--- src/rtl/hazard_ctrl_if.sv ---
// Signal bundle between the pipeline and its hazard controller.
// master = pipeline side (drives hazard sources), slave = hazard_ctrl.
interface hazard_ctrl_if #(
  parameter int REG_BITS = 3,
  parameter int CNT_W    = 16
);
  logic                id_valid;
  logic [REG_BITS-1:0] id_rs1;
  logic [REG_BITS-1:0] id_rs2;
  logic                id_use_rs1;
  logic                id_use_rs2;
  logic                ex_is_load;
  logic [REG_BITS-1:0] ex_rd;
  logic                branch_taken;
  logic                mem_busy;
  logic                stat_clr;
  logic                dhazard;
  logic                chazard;
  logic                pc_hold;
  logic                ex_bubble;
  logic [1:0]          fsm_state;
  logic [CNT_W-1:0]    stall_cycles;
  logic [CNT_W-1:0]    flush_cycles;

  modport master (
    output id_valid, id_rs1, id_rs2, id_use_rs1, id_use_rs2,
           ex_is_load, ex_rd, branch_taken, mem_busy, stat_clr,
    input  dhazard, chazard, pc_hold, ex_bubble, fsm_state,
           stall_cycles, flush_cycles
  );

  modport slave (
    input  id_valid, id_rs1, id_rs2, id_use_rs1, id_use_rs2,
           ex_is_load, ex_rd, branch_taken, mem_busy, stat_clr,
    output dhazard, chazard, pc_hold, ex_bubble, fsm_state,
           stall_cycles, flush_cycles
  );
endinterface

--- src/rtl/hazard_ctrl.sv ---
// Stall/flush sequencer for the 16-bit RISC pipeline: load-use stalls, branch
// flushes, memory-wait freeze, and saturating per-cycle hazard statistics.
module hazard_ctrl #(
  parameter int REG_BITS     = 3,
  parameter int LOAD_LAT     = 1,
  parameter int FLUSH_CYCLES = 1,
  parameter int CNT_W        = 16
) (
  input  logic         clk,
  input  logic         reset,
  hazard_ctrl_if.slave hz
);
  localparam int MAX_LAT = (LOAD_LAT > FLUSH_CYCLES) ? LOAD_LAT : FLUSH_CYCLES;
  localparam int CW      = (MAX_LAT > 1) ? $clog2(MAX_LAT) : 1;
  localparam logic [CW-1:0] LOAD_RELOAD  = CW'(LOAD_LAT - 1);
  localparam logic [CW-1:0] FLUSH_RELOAD = CW'(FLUSH_CYCLES - 1);

  typedef enum logic [1:0] {
    RUN   = 2'd0,
    STALL = 2'd1,
    FLUSH = 2'd2
  } state_t;

  state_t           state_reg;
  logic [CW-1:0]    count_reg;
  logic             load_use;
  logic             flush_now;
  logic             stall_now;
  logic             dh;
  logic             ch;
  logic [1:0]       hit;
  logic [CNT_W-1:0] stat_reg [2];

  always_comb begin
    load_use  = hz.id_valid && hz.ex_is_load && (hz.ex_rd != '0) &&
                ((hz.id_use_rs1 && (hz.id_rs1 == hz.ex_rd)) ||
                 (hz.id_use_rs2 && (hz.id_rs2 == hz.ex_rd)));
    // A taken branch wins over an ongoing stall; FLUSH ignores load-use.
    flush_now = !hz.mem_busy && (hz.branch_taken || (state_reg == FLUSH));
    stall_now = !hz.mem_busy && !flush_now &&
                ((state_reg == STALL) || ((state_reg == RUN) && load_use));
  end

  // Controls are gated by reset so they drop the instant reset asserts.
  assign dh = reset && (hz.mem_busy || stall_now);
  assign ch = reset && flush_now;

  assign hz.dhazard      = dh;
  assign hz.pc_hold      = dh;
  assign hz.chazard      = ch;
  assign hz.ex_bubble    = reset && (flush_now || stall_now);
  assign hz.fsm_state    = state_reg;
  assign hz.stall_cycles = stat_reg[0];
  assign hz.flush_cycles = stat_reg[1];

  always_ff @(posedge clk or negedge reset) begin
    if (!reset) begin
      state_reg <= RUN;
      count_reg <= '0;
    end else begin
      case (state_reg)
        RUN, STALL, FLUSH: begin
          if (!hz.mem_busy) begin
            if (hz.branch_taken) begin
              if (FLUSH_CYCLES > 1) begin
                state_reg <= FLUSH;
                count_reg <= FLUSH_RELOAD;
              end else begin
                state_reg <= RUN;
                count_reg <= '0;
              end
            end else if (state_reg != RUN) begin
              // count holds the remaining STALL/FLUSH cycles including this one
              if (count_reg <= CW'(1)) begin
                state_reg <= RUN;
                count_reg <= '0;
              end else begin
                count_reg <= count_reg - CW'(1);
              end
            end else if (load_use && (LOAD_LAT > 1)) begin
              state_reg <= STALL;
              count_reg <= LOAD_RELOAD;
            end
          end
        end
        default: begin
          state_reg <= RUN;
          count_reg <= '0;
        end
      endcase
    end
  end

  assign hit = {ch, dh};

  for (genvar gi = 0; gi < 2; gi++) begin : g_stat
    always_ff @(posedge clk or negedge reset) begin
      if (!reset) begin
        stat_reg[gi] <= '0;
      end else if (hz.stat_clr) begin
        stat_reg[gi] <= '0;
      end else if (hit[gi] && (stat_reg[gi] != '1)) begin
        stat_reg[gi] <= stat_reg[gi] + CNT_W'(1);
      end
    end
  end
endmodule

--- src/flat_wrapper.sv ---
// flat-port wrapper written by rule: the top's interface ports become plain ports
module hazard_ctrl_flat 
#(
  parameter int REG_BITS     = 3,
  parameter int LOAD_LAT     = 1,
  parameter int FLUSH_CYCLES = 1,
  parameter int CNT_W        = 16
)
  (clk, reset, hz_id_valid, hz_id_rs1, hz_id_rs2, hz_id_use_rs1, hz_id_use_rs2, hz_ex_is_load, hz_ex_rd, hz_branch_taken, hz_mem_busy, hz_stat_clr, hz_dhazard, hz_chazard, hz_pc_hold, hz_ex_bubble, hz_fsm_state, hz_stall_cycles, hz_flush_cycles);
  hazard_ctrl_if #(.REG_BITS(REG_BITS), .CNT_W(CNT_W)) hz_i ();
  input  logic clk;
  input  logic reset;
  input wire logic [$bits(hz_i.id_valid)-1:0] hz_id_valid;
  input wire logic [$bits(hz_i.id_rs1)-1:0] hz_id_rs1;
  input wire logic [$bits(hz_i.id_rs2)-1:0] hz_id_rs2;
  input wire logic [$bits(hz_i.id_use_rs1)-1:0] hz_id_use_rs1;
  input wire logic [$bits(hz_i.id_use_rs2)-1:0] hz_id_use_rs2;
  input wire logic [$bits(hz_i.ex_is_load)-1:0] hz_ex_is_load;
  input wire logic [$bits(hz_i.ex_rd)-1:0] hz_ex_rd;
  input wire logic [$bits(hz_i.branch_taken)-1:0] hz_branch_taken;
  input wire logic [$bits(hz_i.mem_busy)-1:0] hz_mem_busy;
  input wire logic [$bits(hz_i.stat_clr)-1:0] hz_stat_clr;
  output wire logic [$bits(hz_i.dhazard)-1:0] hz_dhazard;
  output wire logic [$bits(hz_i.chazard)-1:0] hz_chazard;
  output wire logic [$bits(hz_i.pc_hold)-1:0] hz_pc_hold;
  output wire logic [$bits(hz_i.ex_bubble)-1:0] hz_ex_bubble;
  output wire logic [$bits(hz_i.fsm_state)-1:0] hz_fsm_state;
  output wire logic [$bits(hz_i.stall_cycles)-1:0] hz_stall_cycles;
  output wire logic [$bits(hz_i.flush_cycles)-1:0] hz_flush_cycles;
  assign hz_i.id_valid = hz_id_valid;
  assign hz_i.id_rs1 = hz_id_rs1;
  assign hz_i.id_rs2 = hz_id_rs2;
  assign hz_i.id_use_rs1 = hz_id_use_rs1;
  assign hz_i.id_use_rs2 = hz_id_use_rs2;
  assign hz_i.ex_is_load = hz_ex_is_load;
  assign hz_i.ex_rd = hz_ex_rd;
  assign hz_i.branch_taken = hz_branch_taken;
  assign hz_i.mem_busy = hz_mem_busy;
  assign hz_i.stat_clr = hz_stat_clr;
  assign hz_dhazard = hz_i.dhazard;
  assign hz_chazard = hz_i.chazard;
  assign hz_pc_hold = hz_i.pc_hold;
  assign hz_ex_bubble = hz_i.ex_bubble;
  assign hz_fsm_state = hz_i.fsm_state;
  assign hz_stall_cycles = hz_i.stall_cycles;
  assign hz_flush_cycles = hz_i.flush_cycles;
  hazard_ctrl #(.REG_BITS(REG_BITS), .LOAD_LAT(LOAD_LAT), .FLUSH_CYCLES(FLUSH_CYCLES), .CNT_W(CNT_W)) u_core (.clk(clk), .reset(reset), .hz(hz_i));
endmodule
--- config.mk ---
export PLATFORM = sky130hd
export DESIGN_NAME = hazard_ctrl_flat
export DESIGN_NICKNAME = d
export VERILOG_FILES = /design/src/rtl/hazard_ctrl_if.sv /design/src/rtl/hazard_ctrl.sv /design/src/flat_wrapper.sv
export SDC_FILE = /design/constraint.sdc
export NUM_CORES = 1
export LEC_CHECK = 0
export BUFFER_PORTS_ARGS = -buffer_cell sky130_fd_sc_hd__buf_2
export CAP_MARGIN = 20
export CORE_ASPECT_RATIO = 2
export CORE_MARGIN = 10
export CORE_UTILIZATION = 45
export CTS_CLUSTER_SIZE = 25
export DETAILED_ROUTE_END_ITERATION = 8
export PLACE_DENSITY = 0.74
export SLEW_MARGIN = 10
export SYNTH_ARGS = -nofsm -noshare
export SYNTH_HDL_FRONTEND = slang
export SYNTH_SLANG_ARGS = --single-unit
--- constraint.sdc ---
create_clock -name clk -period 2.03 [get_ports clk]
set_clock_uncertainty 0.05 [all_clocks]
set_input_delay 0.1015 -clock clk [delete_from_list [all_inputs] [get_ports clk]]
set_output_delay 0.1015 -clock clk [all_outputs]
set_load 0.05 [all_outputs]
==> metrics.yaml <==
multiInputGateArea_mm2: 0.00112
dp_hpwl_um: 4300
grt-ovfl-total: 0
synth_top_family_by_area: "simple AND/OR/NAND/NOR gates"
slew_headroom_pct: 59.8
grt_usage_pct: 15.5
cp_max_fo: 7
layout-drive-gt1-share_pct: 40.5
min_to: "u_core.hz.flush_cycles[14]"
syn_to_final_growth_pct: 31.2
ff2ff_path_depth: 5
min_period_ns: 1.94
antenna_found_initial: 0
vias: 1984
synth_simple_gate_area_share_pct: 26.0
synth_common_cells: "dfrtp_1 (32), xnor2_1 (20), a21oi_1 (17), nor2_1 (17), nand3_1 (15)"
ys_top_cells_by_area: "dfrtp_1 (41%), xnor2_1 (8.9%), or4_1 (4.6%), a21oi_1 (4.3%), o31ai_1 (4.2%)"
drv_slew: 0
worstSetupPathType: "reg2reg"
post_drt_wl_per_cell_um: 17.2
p_total_uw: 1310
htreeDepth: 2
drt-total-wl_um: 5910
synth_edf_count: 0
cts_tree: "yes"
grt_pass1_wl_um: 9380
finalCritPeriodShare_pct: 95.7
start_util_pct: 46.0
synth_warnings: 0
drtPass1Iterations: 4
clk_latency_ns: 0.28
finalSetupViolCount: 0
max_cap_viol_count: 0
coreArea_mm2: 0.00430
first_iter_violations: 88
synth_cells: 216
reg2reg_slack_ns: 0.09
gp_congestion: 0.790
std_cell_rows: 34
dieArea_mm2: 0.00760
r2r-end: "u_core.hz.stall_cycles[7]"
port_buffers: 53
postRouteAntennaNets: 0
die_x_um: 66.9
max-vdd-ir-drop_v: 0.000518
clk_pin_slew_ns: 0.07
syn-cell-area_mm2: 0.00198
synthMostInstantiatedCell: "dfrtp_1"
syn_avg_cell_area_um2: 9.15
grt_max_degree: 33
rsz0062_at_grt: "true"
clock_sinks: 32
placed_cells: 330
cts_buffer_depth: 2
arrival_ns: 2.11
antenna_cells: 0
drc: 0
synth_mux_area_share_pct: 2.22
synth_seq_cells: 32
synth_flop_cell: "dfrtp_1"
synth-compound-area-share_pct: 14.2
whs_ns: 0.199
cp-start-kind: "flop"
final_cells: 343
root_buffer: "clkbuf_8"
synthAdderAreaFrac_pct: 1.27
fillerInstances: 403
ff_latch_area_um2: 820
hold_path_startpoint: "hz_stat_clr"
final_nets: 308
status: "completed"
leakage_uw: 0.00115
die_h_um: 114
yosysSeqAreaShare_pct: 40.5
hold_viol: 0
fmax_mhz: 514
powerDensity_mw_per_mm2: 505
synth_top_cell_by_area: "dfrtp_1"
grt_pass1_vias: 2044
hold_class: "in2reg"
synth-xor-area-share_pct: 8.86
r2r-start: "u_core.hz.stall_cycles[11]"
synth_top_area_share_pct: 40.5
cts_inserted_buffers: 5
tightest_slew_ns: 0.587
pin_count: 56
required_ns: 2.19
synth_cell_types: 38
async_reset_ff_share_pct: 100
viasPerCell: 5.78
min_path_cells: 2
cp-end-kind: "flop"
-- sequential cells by signal, indices dropped and copies added (netlist names) --
signal                  cells
u_core.hz.flush_cycles     16
u_core.hz.stall_cycles     16
-- kinds of logic after synthesis --
| group | Yosys count |
|---|---|
| AOI/OAI and AO/OA | 43 |
| DFF | 32 |
| xor gates and xnor gates | 20 |
| adders and majority gates | 2 |
| other | 1 |
| and+or+nand+nor | 88 |
| buffers and inverters | 26 |
| muxes | 4 |
-- power breakdown --
group          total [uW]  switching, uW  internal (uW)
Clock                 504            227            276
Sequential            644           3.21            641
Combinational         162            111           51.6
Total                1310            341            969
-- placed cells by master (no fill, tap or decap), types with 3 or more instances in the layout --
cell / instances
nand2_1: 7
dfrtp_1: 17
inv_1: 8
nor2b_1: 3
nor4_1: 3
dfrtp_2: 15
or4_1: 12
and3_1: 5
and4_1: 4
nand4_1: 4
buf_2: 53
and3_4: 4
nor2_1: 17
a21oi_1: 16
buf_4: 26
clkbuf_8: 6
nand3_1: 15
xnor2_1: 20
o21ai_0: 3
mux2_2: 3
nor3_1: 4
o31ai_1: 11
a211oi_1: 6
-- area by class of cell --
cell class	instances	share of cell area, %
multi-input cells	161	43.0
flip-flops and latches	32	31.6
repair buffers	80	18.1
clock buffers	8	3.47
well taps	54	2.60
inverters	8	1.16
-- how the worst max path moves through the flow --
| stage | cells after the start | startpoint | end | slack, ns |
|---|---|---|---|---|
| detailed placement | 5 | u_core.hz.stall_cycles[11] | u_core.hz.stall_cycles[7] | 0.03 |
| global placement | 5 | u_core.hz.stall_cycles[11] | u_core.hz.stall_cycles[8] | 0.06 |
| global route | 7 | u_core.hz.flush_cycles[0] | u_core.hz.flush_cycles[9] | -0.03 |
| floorplan | 7 | u_core.hz.stall_cycles[7] | u_core.hz.stall_cycles[2] | -0.12 |
| CTS | 5 | u_core.hz.stall_cycles[11] | u_core.hz.stall_cycles[7] | 0.005 |
| finish | 5 | u_core.hz.stall_cycles[11] | u_core.hz.stall_cycles[7] | 0.09 |
-- metal layers --
layer | global-route usage [%] | share of wire [%]
met5 | 0 | 0
met4 | 9.37 | 4.6
met3 | 5.01 | 5.7
met2 | 28.9 | 58
met1 | 13.3 | 31
-- per-stage QoR --
step | utilization [%] | worst slack [ns] | instance area, um2 | TNS, ns
global route | 60.4 | -0.0250 | 2590 | -0.0526
detailed placement | 56.8 | 0.0319 | 2440 | 0
global placement | 56.8 | 0.0646 | 2440 | 0
finish | 60.4 | 0.0863 | 2590 | 0
floorplan | - | -0.121 | 2030 | -0.755
CTS | 59.1 | 0.00524 | 2540 | 0
-- what timing repair did --
item	CTS	global route
endpoints found under the setup margin	0	10
hold buffers	1	0
endpoints found under the hold margin	32	0
buffers inserted	0	2
gates resized for setup	0	4
-- critical path, stage by stage, from the launching register on --
cell and delay [ns]:
dfrtp_2 0.42, and4_1 0.20, and2_2 0.23, a32o_4 0.32
or4_1 0.52, a21oi_2 0.13
(Power assumes the default switching activity.)
